$ cat src/rtl/if_stage.sv
// Instruction fetch stage: drives the instruction memory request and fills the IF/ID register.
module if_stage #(
  parameter logic [31:0] RESET_PC = 32'h0000_0000
) (
  input  logic        clk,
  input  logic        rst_n,
  input  logic        stall,
  input  logic        redirect,
  input  logic [31:0] redirect_pc,
  input  logic        trap,
  input  logic [31:0] trap_pc,
  output logic        imem_req,
  output logic [31:0] imem_addr,
  input  logic        imem_ready,
  input  logic [31:0] imem_rdata,
  output logic        id_valid,
  output logic [31:0] id_instr,
  output logic [31:0] id_pc,
  output logic [6:0]  id_opcode,
  output logic [2:0]  id_funct3,
  output logic [6:0]  id_funct7,
  output logic [11:0] id_funct12,
  output logic        id_excep,
  output logic [3:0]  id_excep_code
);

  localparam int unsigned XLEN      = 32;
  localparam int unsigned CODE_W    = 4;
  localparam logic [XLEN-1:0] NOP   = 32'h0000_0013;
  localparam logic [XLEN-1:0] STEP  = 32'd4;
  localparam logic [XLEN-1:0] ALIGN = 32'hFFFF_FFFC;
  localparam logic [CODE_W-1:0] EXC_MISALIGNED = 4'd0;

  typedef enum logic [2:0] {
    S_FETCH,
    S_WAIT,
    S_SKID,
    S_DROP,
    S_HALT
  } state_e;

  state_e            state_q, state_d;
  logic [XLEN-1:0]   pc_q, pc_d;
  logic [XLEN-1:0]   drop_addr_q, drop_addr_d;
  logic [XLEN-1:0]   skid_instr_q, skid_instr_d;
  logic              id_valid_q, id_valid_d;
  logic [XLEN-1:0]   id_instr_q, id_instr_d;
  logic [XLEN-1:0]   id_pc_q, id_pc_d;
  logic              id_excep_q, id_excep_d;
  logic [CODE_W-1:0] id_excep_code_q, id_excep_code_d;

  logic              flush;
  logic [XLEN-1:0]   flush_pc;
  logic              misaligned;
  logic              req;
  logic [XLEN-1:0]   fetch_addr;

  // Trap outranks redirect when both arrive together.
  assign flush      = trap | redirect;
  assign flush_pc   = trap ? trap_pc : redirect_pc;
  assign misaligned = (pc_q[1:0] != 2'b00);

  // A dropped fetch keeps presenting its original address until memory answers.
  assign fetch_addr = (state_q == S_DROP) ? drop_addr_q : pc_q;

  // Request strobe: only FETCH may start a fetch; WAIT/DROP hold the outstanding one.
  always_comb begin
    req = 1'b0;
    case (state_q)
      S_FETCH:        req = !stall && !flush && !misaligned;
      S_WAIT, S_DROP: req = 1'b1;
      default:        req = 1'b0;
    endcase
    if (!rst_n) begin
      req = 1'b0;
    end
  end

  assign imem_req  = req;
  assign imem_addr = rst_n ? (fetch_addr & ALIGN) : RESET_PC;

  // Next-state and IF/ID update logic.
  always_comb begin
    state_d         = state_q;
    pc_d            = pc_q;
    drop_addr_d     = drop_addr_q;
    skid_instr_d    = skid_instr_q;
    id_valid_d      = id_valid_q;
    id_instr_d      = id_instr_q;
    id_pc_d         = id_pc_q;
    id_excep_d      = id_excep_q;
    id_excep_code_d = id_excep_code_q;

    if (flush) begin
      // Squash IF/ID and any buffered word, retarget the fetch pc.
      id_valid_d = 1'b0;
      id_excep_d = 1'b0;
      pc_d       = flush_pc;
      if ((state_q == S_WAIT || state_q == S_DROP) && !imem_ready) begin
        state_d = S_DROP;
        if (state_q == S_WAIT) begin
          drop_addr_d = pc_q;
        end
      end else begin
        state_d = S_FETCH;
      end
    end else begin
      case (state_q)
        S_FETCH: begin
          if (!stall) begin
            if (misaligned) begin
              id_valid_d      = 1'b1;
              id_instr_d      = NOP;
              id_pc_d         = pc_q;
              id_excep_d      = 1'b1;
              id_excep_code_d = EXC_MISALIGNED;
              state_d         = S_HALT;
            end else if (imem_ready) begin
              id_valid_d      = 1'b1;
              id_instr_d      = imem_rdata;
              id_pc_d         = pc_q;
              id_excep_d      = 1'b0;
              id_excep_code_d = EXC_MISALIGNED;
              pc_d            = pc_q + STEP;
            end else begin
              id_valid_d = 1'b0;
              state_d    = S_WAIT;
            end
          end
        end
        S_WAIT: begin
          if (imem_ready) begin
            pc_d = pc_q + STEP;
            if (stall) begin
              skid_instr_d = imem_rdata;
              state_d      = S_SKID;
            end else begin
              id_valid_d      = 1'b1;
              id_instr_d      = imem_rdata;
              id_pc_d         = pc_q;
              id_excep_d      = 1'b0;
              id_excep_code_d = EXC_MISALIGNED;
              state_d         = S_FETCH;
            end
          end else if (!stall) begin
            id_valid_d = 1'b0;
          end
        end
        S_SKID: begin
          // pc already advanced when the word was buffered.
          if (!stall) begin
            id_valid_d      = 1'b1;
            id_instr_d      = skid_instr_q;
            id_pc_d         = pc_q - STEP;
            id_excep_d      = 1'b0;
            id_excep_code_d = EXC_MISALIGNED;
            state_d         = S_FETCH;
          end
        end
        S_DROP: begin
          if (!stall) begin
            id_valid_d = 1'b0;
          end
          if (imem_ready) begin
            state_d = S_FETCH;
          end
        end
        S_HALT: begin
          if (!stall) begin
            id_valid_d = 1'b0;
          end
        end
        default: begin
          state_d = S_FETCH;
        end
      endcase
    end
  end

  // State and pipeline registers with synchronous active-low reset.
  always_ff @(posedge clk) begin
    if (!rst_n) begin
      state_q         <= S_FETCH;
      pc_q            <= RESET_PC;
      drop_addr_q     <= '0;
      skid_instr_q    <= '0;
      id_valid_q      <= 1'b0;
      id_instr_q      <= NOP;
      id_pc_q         <= '0;
      id_excep_q      <= 1'b0;
      id_excep_code_q <= '0;
    end else begin
      state_q         <= state_d;
      pc_q            <= pc_d;
      drop_addr_q     <= drop_addr_d;
      skid_instr_q    <= skid_instr_d;
      id_valid_q      <= id_valid_d;
      id_instr_q      <= id_instr_d;
      id_pc_q         <= id_pc_d;
      id_excep_q      <= id_excep_d;
      id_excep_code_q <= id_excep_code_d;
    end
  end

  assign id_valid      = id_valid_q;
  assign id_instr      = id_instr_q;
  assign id_pc         = id_pc_q;
  assign id_excep      = id_excep_q;
  assign id_excep_code = id_excep_code_q;

  // Decode fields are plain slices of the registered instruction.
  assign id_opcode  = id_instr_q[6:0];
  assign id_funct3  = id_instr_q[14:12];
  assign id_funct7  = id_instr_q[31:25];
  assign id_funct12 = id_instr_q[31:20];

endmodule

$ cat config.mk
export PLATFORM = sky130hd
export DESIGN_NAME = if_stage
export DESIGN_NICKNAME = d
export VERILOG_FILES = /design/src/rtl/if_stage.sv
export SDC_FILE = /design/constraint.sdc
export NUM_CORES = 1
export LEC_CHECK = 0
export CELL_PAD_IN_SITES_DETAIL_PLACEMENT = 1
export CELL_PAD_IN_SITES_GLOBAL_PLACEMENT = 2
export CORE_MARGIN = 2
export CORE_UTILIZATION = 29
export DETAILED_ROUTE_END_ITERATION = 8
export PLACE_DENSITY = 0.82
export SLEW_MARGIN = 20
export SYNTH_ARGS = -nofsm -noshare
export SYNTH_HDL_FRONTEND = slang
export SYNTH_SLANG_ARGS = --single-unit
$ cat constraint.sdc
create_clock -name clk -period 8.55 [get_ports clk]
set_input_delay 2.565 -clock clk [delete_from_list [all_inputs] [get_ports clk]]
set_output_delay 2.565 -clock clk [all_outputs]
set_load 0.05 [all_outputs]
==> summary.txt, run 1 <==
Synthesis
  – Average size of a mapped cell: 7.74 sq um
  – Count of flip-flops with a built-in enable after synthesis: 0
  – Most used flip-flop cell after synthesis: dfxtp_1
  – Number of standard cells after synthesis: 1,103
  – Async set or reset register ratio after synthesis: 0%
  – Syn Std Cell Area: 8540 sq um
  – Yosys reg bits: 163
  – Proportion of synthesized chip area in sequential cells: 38.2%
  – Synthesis Warnings: 0
  – Synth unique cells: 65

Floorplanning
  – Std-Cell Rows: 62
  – Number of top-level design ports: 234
  – Effective utilization at floorplan: 29.6%
  – Die height: 176 um
  – Chip Width: 176 um
  – Total Die Area: 30,800 sq um
  – Standard cell core area: 28,900 sq um

Timing
  – Worst clock skew on the final layout: 0.0135 ns
  – Final setup violation count: 0
  – Worst slew margin relative to its limit: 44.5%
  – Setup repair after global routing missed its margin: no
  – Worst setup margin: 1.42 ns
  – Final setup TNS: 0 ns
  – Slew @ Worst Pin: 0.832 ns
  – Maximum achievable frequency: 140 MHz
  – Min Clock Period, post-route: 7.13 ns
  – Number of hold violations in the final report: 0
  – Final Slew Violations: 0
  – Share of the clock period used by the worst path: 83.4%

Critical path
  – Kind of start point of the critical path: primary input
  – Cell type group with the largest total delay on the critical path: buffers and inverters
  – Kind of critical path: primary input to primary output
  – Biggest cell delay along the critical path: 0.84 ns
  – Worst path arrival time: 4.57 ns
  – Critical-path top delay cell: clkdlybuf4s50_1
  – Cell breakdown of the critical path: buf_4 -> inv_2 -> a21oi_1 -> clkdlybuf4s50_1
  – CP endpoint kind: primary output
  – Biggest fanout along the worst timing path: 58
  – CP Buf/Inv Count: 3
  – Crit path required time: 5.99 ns

Clock tree
  – Clk Latency, worst-skew pair: 0.44 ns
  – CTS buffer count: 17
  – Maximum number of buffers from clock root to sink: 2
  – CTS H-tree lvls: 4
  – CTS resizes: 0
  – # Post-CTS Setup Buffers: 0
  – Root buffer cell: clkbuf_16
  – Clock sink count: 163
  – Clock transition at the register clock pins on the worst setup and hold paths after CTS: 0.07 ns
  – Count of hold-fix buffers inserted at cts: 0
  – TritonCTS clock tree: yes

Final layout
  – Synthesis-to-finish area growth: 33.1%
  – Commonest non-fill, non-tap cell in the layout: nand2_1
  – Number of standard cells in the final layout excluding fillers: 1,630
  – Commonest cells after routing, fill and taps aside: nand2_1 (233), clkdlybuf4s50_1 (225), dfxtp_1 (163)
  – Post-route cell area: 11,400 sq um
  – Net count, final: 1,335
  – Fraction of layout instances using a drive strength above 1: 6.11%
  – Layout Utilization: 39.4%

Route
  – Drt drc: 0
  – Router iterations before antenna repair: 7
  – WL final: 32.1 mm
  – Met2 wirelength from detailed routing: 14.6 mm
  – DRC violation total after the first TritonRoute iteration: 546
  – Routed length on met1: 15.5 mm
  – Top routing layer in use: met4
  – Via/cell ratio: 5.22
  – Antenna viol nets, final: 0
  – Via count: 8,506
  – Met3 Wirelength: 1.58 mm
  – Average wire per cell in the routed design: 19.7 um

Global route
  – Initial antenna violation count: 2
  – Maximum number of pins on one net before global-route repair: 76
  – Remaining global-route overflow: 0
  – First-pass GRT wire length: 50.2 mm
  – Tot GR Track Use: 20.8%
  – Number of global-route vias before repair: 8,589

Placed design
  – Sum of net half-perimeters after detailed placement: 22.6 mm
  – Weighted congestion at the end of routability-driven global placement: 0.802
  – Placed standard-cell area: 10,800 sq um
  – Number of cells after detailed placement: 1,596
  – Port Buf Inserts: 227
  – Pre-CTS setup slack: 1.39 ns

Pwr
  – Leakage power figure: 0.00374 uW
  – Power density over the cells: 176 nW/um^2
  – Max IR drop VDD: 0.112 mV

Flow run
  – Max-Cap Viols: 0

Min path
  – Worst min-delay path category: flop to flop

Status
  – Outcome: complete, no violations
==> cells by family after synthesis <==
| family | count (synthesis) | share of synthesized area, % |
|---|---|---|
| buffers and inverters | 155 | 9.26 |
| adder cells (fa/ha/maj) | 2 | 0.293 |
| other | 1 | 0.0439 |
| multiplexers | 7 | 0.835 |
| AND/OR/NAND/NOR | 449 | 25.2 |
| AO/OA/AOI/OAI | 288 | 22.3 |
| flip-flops | 163 | 38.2 |
| XOR/XNOR | 38 | 3.90 |
==> power breakdown <==
group          internal [uW]  switching [uW]  total (uW)
logic                    146             238         383
clock network            422             376         798
registers                785            38.9         824
==> area by class of cell <==
cell class | count | area (sq um)
well taps | 384 | 480
flip-flops and latches | 163 | 3260
clock buffers | 17 | 425
inverters | 9 | 33.8
repair buffers | 250 | 2450
fillers | 3442 | 17500
diodes | 2 | 5.00
multi-input cells | 790 | 4520
clock inverters | 15 | 186
==> through the flow <==
| step | total power [uW] | hold slack, ns |
|---|---|---|
| floorplan | 1070 | 0.436 |
| global placement | 1220 | 0.439 |
| detailed placement | 1220 | 0.448 |
| CTS | 2030 | 0.457 |
| global route | 2090 | 0.482 |
| finish | 2010 | 0.456 |
==> worst register-to-register path, delay by kind of cell (launching register included) <==
| family | cells | cell delay [ns] |
|---|---|---|
| DFF | 1 | 0.82 |
| AOI/OAI and AO/OA | 3 | 0.75 |
| and+or+nand+nor | 2 | 0.69 |
| buffers and inverters | 1 | 0.66 |
==> Yosys cell counts, drive strengths merged (8+ instances only) <==
cell type	n	area, sq um
a211oi	11	82.6
a21boi	42	315
a21oi	95	479
a221oi	30	263
a22oi	9	67.6
and3	8	50.1
buf	72	474
clkbuf	73	274
dfxtp	163	3260
inv	9	33.8
nand2	233	875
nand3	24	120
nand4	13	81.3
nor2	57	214
nor3	24	125
nor3b	35	273
nor4	22	180
o21ai	42	210
o221ai	11	96.3
xnor2	28	245
xor2	10	87.6
==> path summary, 6_finish.rpt <==
kind                                 start            end  slack [ns]  cells past startpoint
worst max-delay path                 rst_n  imem_addr[29]        1.42                      4
worst min-delay path              id_pc[0]       id_pc[0]        0.46                      2
worst max register to register  state_q[0]       id_pc[3]        5.55                      6
worst min register to register    id_pc[0]       id_pc[0]        0.46                      2
==> sequential cells by signal (all words and copies together) (netlist names) <==
| register | cells |
|---|---|
| id_instr | 32 |
| id_pc | 32 |
| pc_q | 32 |
| skid_instr_q | 32 |
| drop_addr_q | 30 |
| state_q | 3 |
| id_excep | 1 |
| id_valid | 1 |
==> layer usage <==
metal	vias up	track usage [%]
met5	-	0
met4	0	4.82
met3	24	3.70
met2	228	32.9
met1	4163	29.3
li1	4091	-
No activity file was read; power rests on OpenSTA's default activity.
==> inputs of run 2 (changes only) <==
--- a/config.mk
+++ b/config.mk
@@ -8,9 +8,9 @@
 export CELL_PAD_IN_SITES_DETAIL_PLACEMENT = 1
 export CELL_PAD_IN_SITES_GLOBAL_PLACEMENT = 2
 export CORE_MARGIN = 2
-export CORE_UTILIZATION = 29
+export CORE_UTILIZATION = 27
 export DETAILED_ROUTE_END_ITERATION = 8
-export PLACE_DENSITY = 0.82
+export PLACE_DENSITY = 0.77
 export SLEW_MARGIN = 20
 export SYNTH_ARGS = -nofsm -noshare
 export SYNTH_HDL_FRONTEND = slang
==> constraint.sdc (replaced) <==
create_clock -name clk -period 6.95 [get_ports clk]
set_input_delay 2.085 -clock clk [delete_from_list [all_inputs] [get_ports clk]]
set_output_delay 2.085 -clock clk [all_outputs]
set_load 0.05 [all_outputs]
==> summary.txt, run 2 (synthesized netlist as in run 1, its figures left out) <==
Floorplanning
  – Total Die Area: 33,100 sq um (+7.2%)
  – Std-Cell Rows: 65 (+4.8%)
  – Effective utilization at floorplan: 27.2% (-2.4 points)
  – Die height: 182 um (+3.6%)
  – Number of top-level design ports: 234 (unchanged)
  – Standard cell core area: 31,400 sq um (+8.8%)
  – Chip Width: 182 um (+3.6%)

Timing
  – Final setup violation count: 0 (unchanged)
  – Setup repair after global routing missed its margin: no
  – Final setup TNS: 0 ns (unchanged)
  – Worst slew margin relative to its limit: 48.8% (+4.3 points)
  – Slew @ Worst Pin: 0.768 ns (-0.0642 ns)
  – Min Clock Period, post-route: 5.75 ns
  – Final Slew Violations: 0 (unchanged)
  – Share of the clock period used by the worst path: 82.7%
  – Worst clock skew on the final layout: 0.0153 ns (+0.00177 ns)
  – Maximum achievable frequency: 174 MHz
  – Number of hold violations in the final report: 0 (unchanged)

Placed design
  – Number of cells after detailed placement: 1,618 (+1.4%)
  – Sum of net half-perimeters after detailed placement: 23.0 mm (+1.7%)
  – Port Buf Inserts: 227 (unchanged)
  – Weighted congestion at the end of routability-driven global placement: 0.797 (-0.62%)

Global route
  – Number of global-route vias before repair: 8,477 (-1.3%)
  – Initial antenna violation count: 2 (unchanged)
  – Tot GR Track Use: 19.8% (-0.94 points)
  – Remaining global-route overflow: 0 (unchanged)
  – First-pass GRT wire length: 51.1 mm (+1.7%)
  – Maximum number of pins on one net before global-route repair: 64 (-16%)

Final layout
  – Commonest cells after routing, fill and taps aside: nand2_1 (233), clkdlybuf4s50_1 (195), dfxtp_1 (163)
  – Commonest non-fill, non-tap cell in the layout: nand2_1
  – Multi-input logic area: 4520 sq um (unchanged)
  – Fraction of layout instances using a drive strength above 1: 8.81% (+2.7 points)
  – Net count, final: 1,339 (+0.30%)
  – Filler Cell Count: 3,768 (+9.5%)
  – Synthesis-to-finish area growth: 32.8%
  – Number of standard cells in the final layout excluding fillers: 1,651 (+1.3%)
  – Area occupied by registers: 3260 sq um (unchanged)

Critical path
  – Capturing instance or port of the critical path: imem_req
  – End of the worst register-to-register path: id_pc[31]
  – Biggest cell delay along the critical path: 0.54 ns (-0.30 ns)
  – Worst path arrival time: 3.66 ns (-0.91 ns)
  – Kind of start point of the critical path: primary input
  – Biggest fanout along the worst timing path: 7 (-88%)
  – Worst R2R Setup Slack: 4.01 ns (-1.54 ns)
  – Cell breakdown of the critical path: clkdlybuf4s50_1 -> nor3_2 -> a31oi_1 -> nor3_1 -> buf_12
  – Origin of the worst setup path: stall
  – Kind of critical path: primary input to primary output
  – Worst reg2reg path startpoint: state_q[1]
  – CP endpoint kind: primary output
  – Critical-path top delay cell: clkdlybuf4s50_1
  – Cell depth of the worst flop-to-flop path: 6 (unchanged)
  – Crit path required time: 4.87 ns (-1.12 ns)

Clock tree
  – # Post-CTS Setup Buffers: 0 (unchanged)
  – Clock sink count: 163 (unchanged)
  – Maximum number of buffers from clock root to sink: 2 (unchanged)
  – Clock transition at the register clock pins on the worst setup and hold paths after CTS: 0.07 ns (about the same)
  – CTS buffer count: 17 (unchanged)
  – TritonCTS clock tree: yes
  – Root buffer cell: clkbuf_16
  – Clk Latency, worst-skew pair: 0.44 ns (about the same)
  – CTS H-tree lvls: 4 (unchanged)
  – Count of hold-fix buffers inserted at cts: 0 (unchanged)
  – CTS resizes: 0 (unchanged)

Pwr
  – Power density over the cells: 217 nW/um^2 (+23%)
  – Max IR drop VDD: 0.162 mV (+44%)
  – Leakage power figure: 0.00380 uW (+1.7%)

Route
  – Average wire per cell in the routed design: 19.9 um (+1.4%)
  – DRC violation total after the first TritonRoute iteration: 579 (+6.0%)
  – Via/cell ratio: 5.16 (-1.1%)
  – Router iterations before antenna repair: 5 (-2)
  – Antenna viol nets, final: 0 (unchanged)
  – Via count: 8,522 (+0.19%)
  – WL final: 32.9 mm (+2.7%)
  – Drt drc: 0 (unchanged)

Min path
  – Worst min-delay path category: flop to flop
  – Min-Delay Path Depth: 2 (unchanged)

Status
  – Outcome: complete, no violations

Flow run
  – Max-Cap Viols: 0 (unchanged)
run 2: cell count changes in the layout (fill, tap and decap cells not counted), sizes merged:
cell	change
buf	+34
clkdlybuf4s50	-30
clkinvlp	+2
bufinv	-1
diode	-1
inv	-1
run 2: area by class of cell:
type	count	share of cell area [%]
multi-input combinational	790	39.9
sequential	163	28.8
timing repair buffer	254	21.2
tap	402	4.44
clock buffer	17	3.75
clock inverter	15	1.59
inverter	9	0.298
antenna	1	0.0221
run 2: report_power, final:
group / internal (uW) / total [uW] / switching, uW
Sequential: 965 / 1010 / 49.3
Clock: 489 / 976 / 487
Combinational: 178 / 471 / 293
Total: 1630 / 2460 / 830
run 2: critical path: cells and delay by family:
kind / cells / cell delay [ns]
compound gates: 1 / 0.14
buf+inv: 2 / 0.73
simple gates: 2 / 0.70
run 2: stage by stage:
stage | instance area [sq um] | worst slack (ns) | hold WS [ns] | utilization, % | power (uW)
final | 11300 | 1.20 | 0.459 | 36.1 | 2460
after floorplan | 8560 | 0.717 | 0.436 | - | 1320
after global routing | 11300 | 1.12 | 0.475 | 36.1 | 2570
after global placement | 10700 | 1.22 | 0.442 | 34.2 | 1500
after CTS | 11300 | 1.20 | 0.461 | 36.1 | 2490
after detailed placement | 10700 | 1.22 | 0.450 | 34.2 | 1510
run 2: metal layers:
metal,global-route usage (%),share of wire (%),vias up
met4,3.81,0.92,2
li1,-,-,4106
met3,3.49,4.7,19
met1,27.1,48,4137
met2,33.0,46,258
met5,0,0.039,-
run 2: how the worst min path moves through the flow:
| stage | start | end | slack [ns] |
|---|---|---|---|
| floorplan | skid_instr_q[26] | skid_instr_q[26] | 0.44 |
| global route | drop_addr_q[15] | drop_addr_q[15] | 0.47 |
| global placement | skid_instr_q[28] | skid_instr_q[28] | 0.44 |
| finish | skid_instr_q[26] | skid_instr_q[26] | 0.46 |
| detailed placement | id_pc[0] | id_pc[0] | 0.45 |
| CTS | id_pc[0] | id_pc[0] | 0.46 |
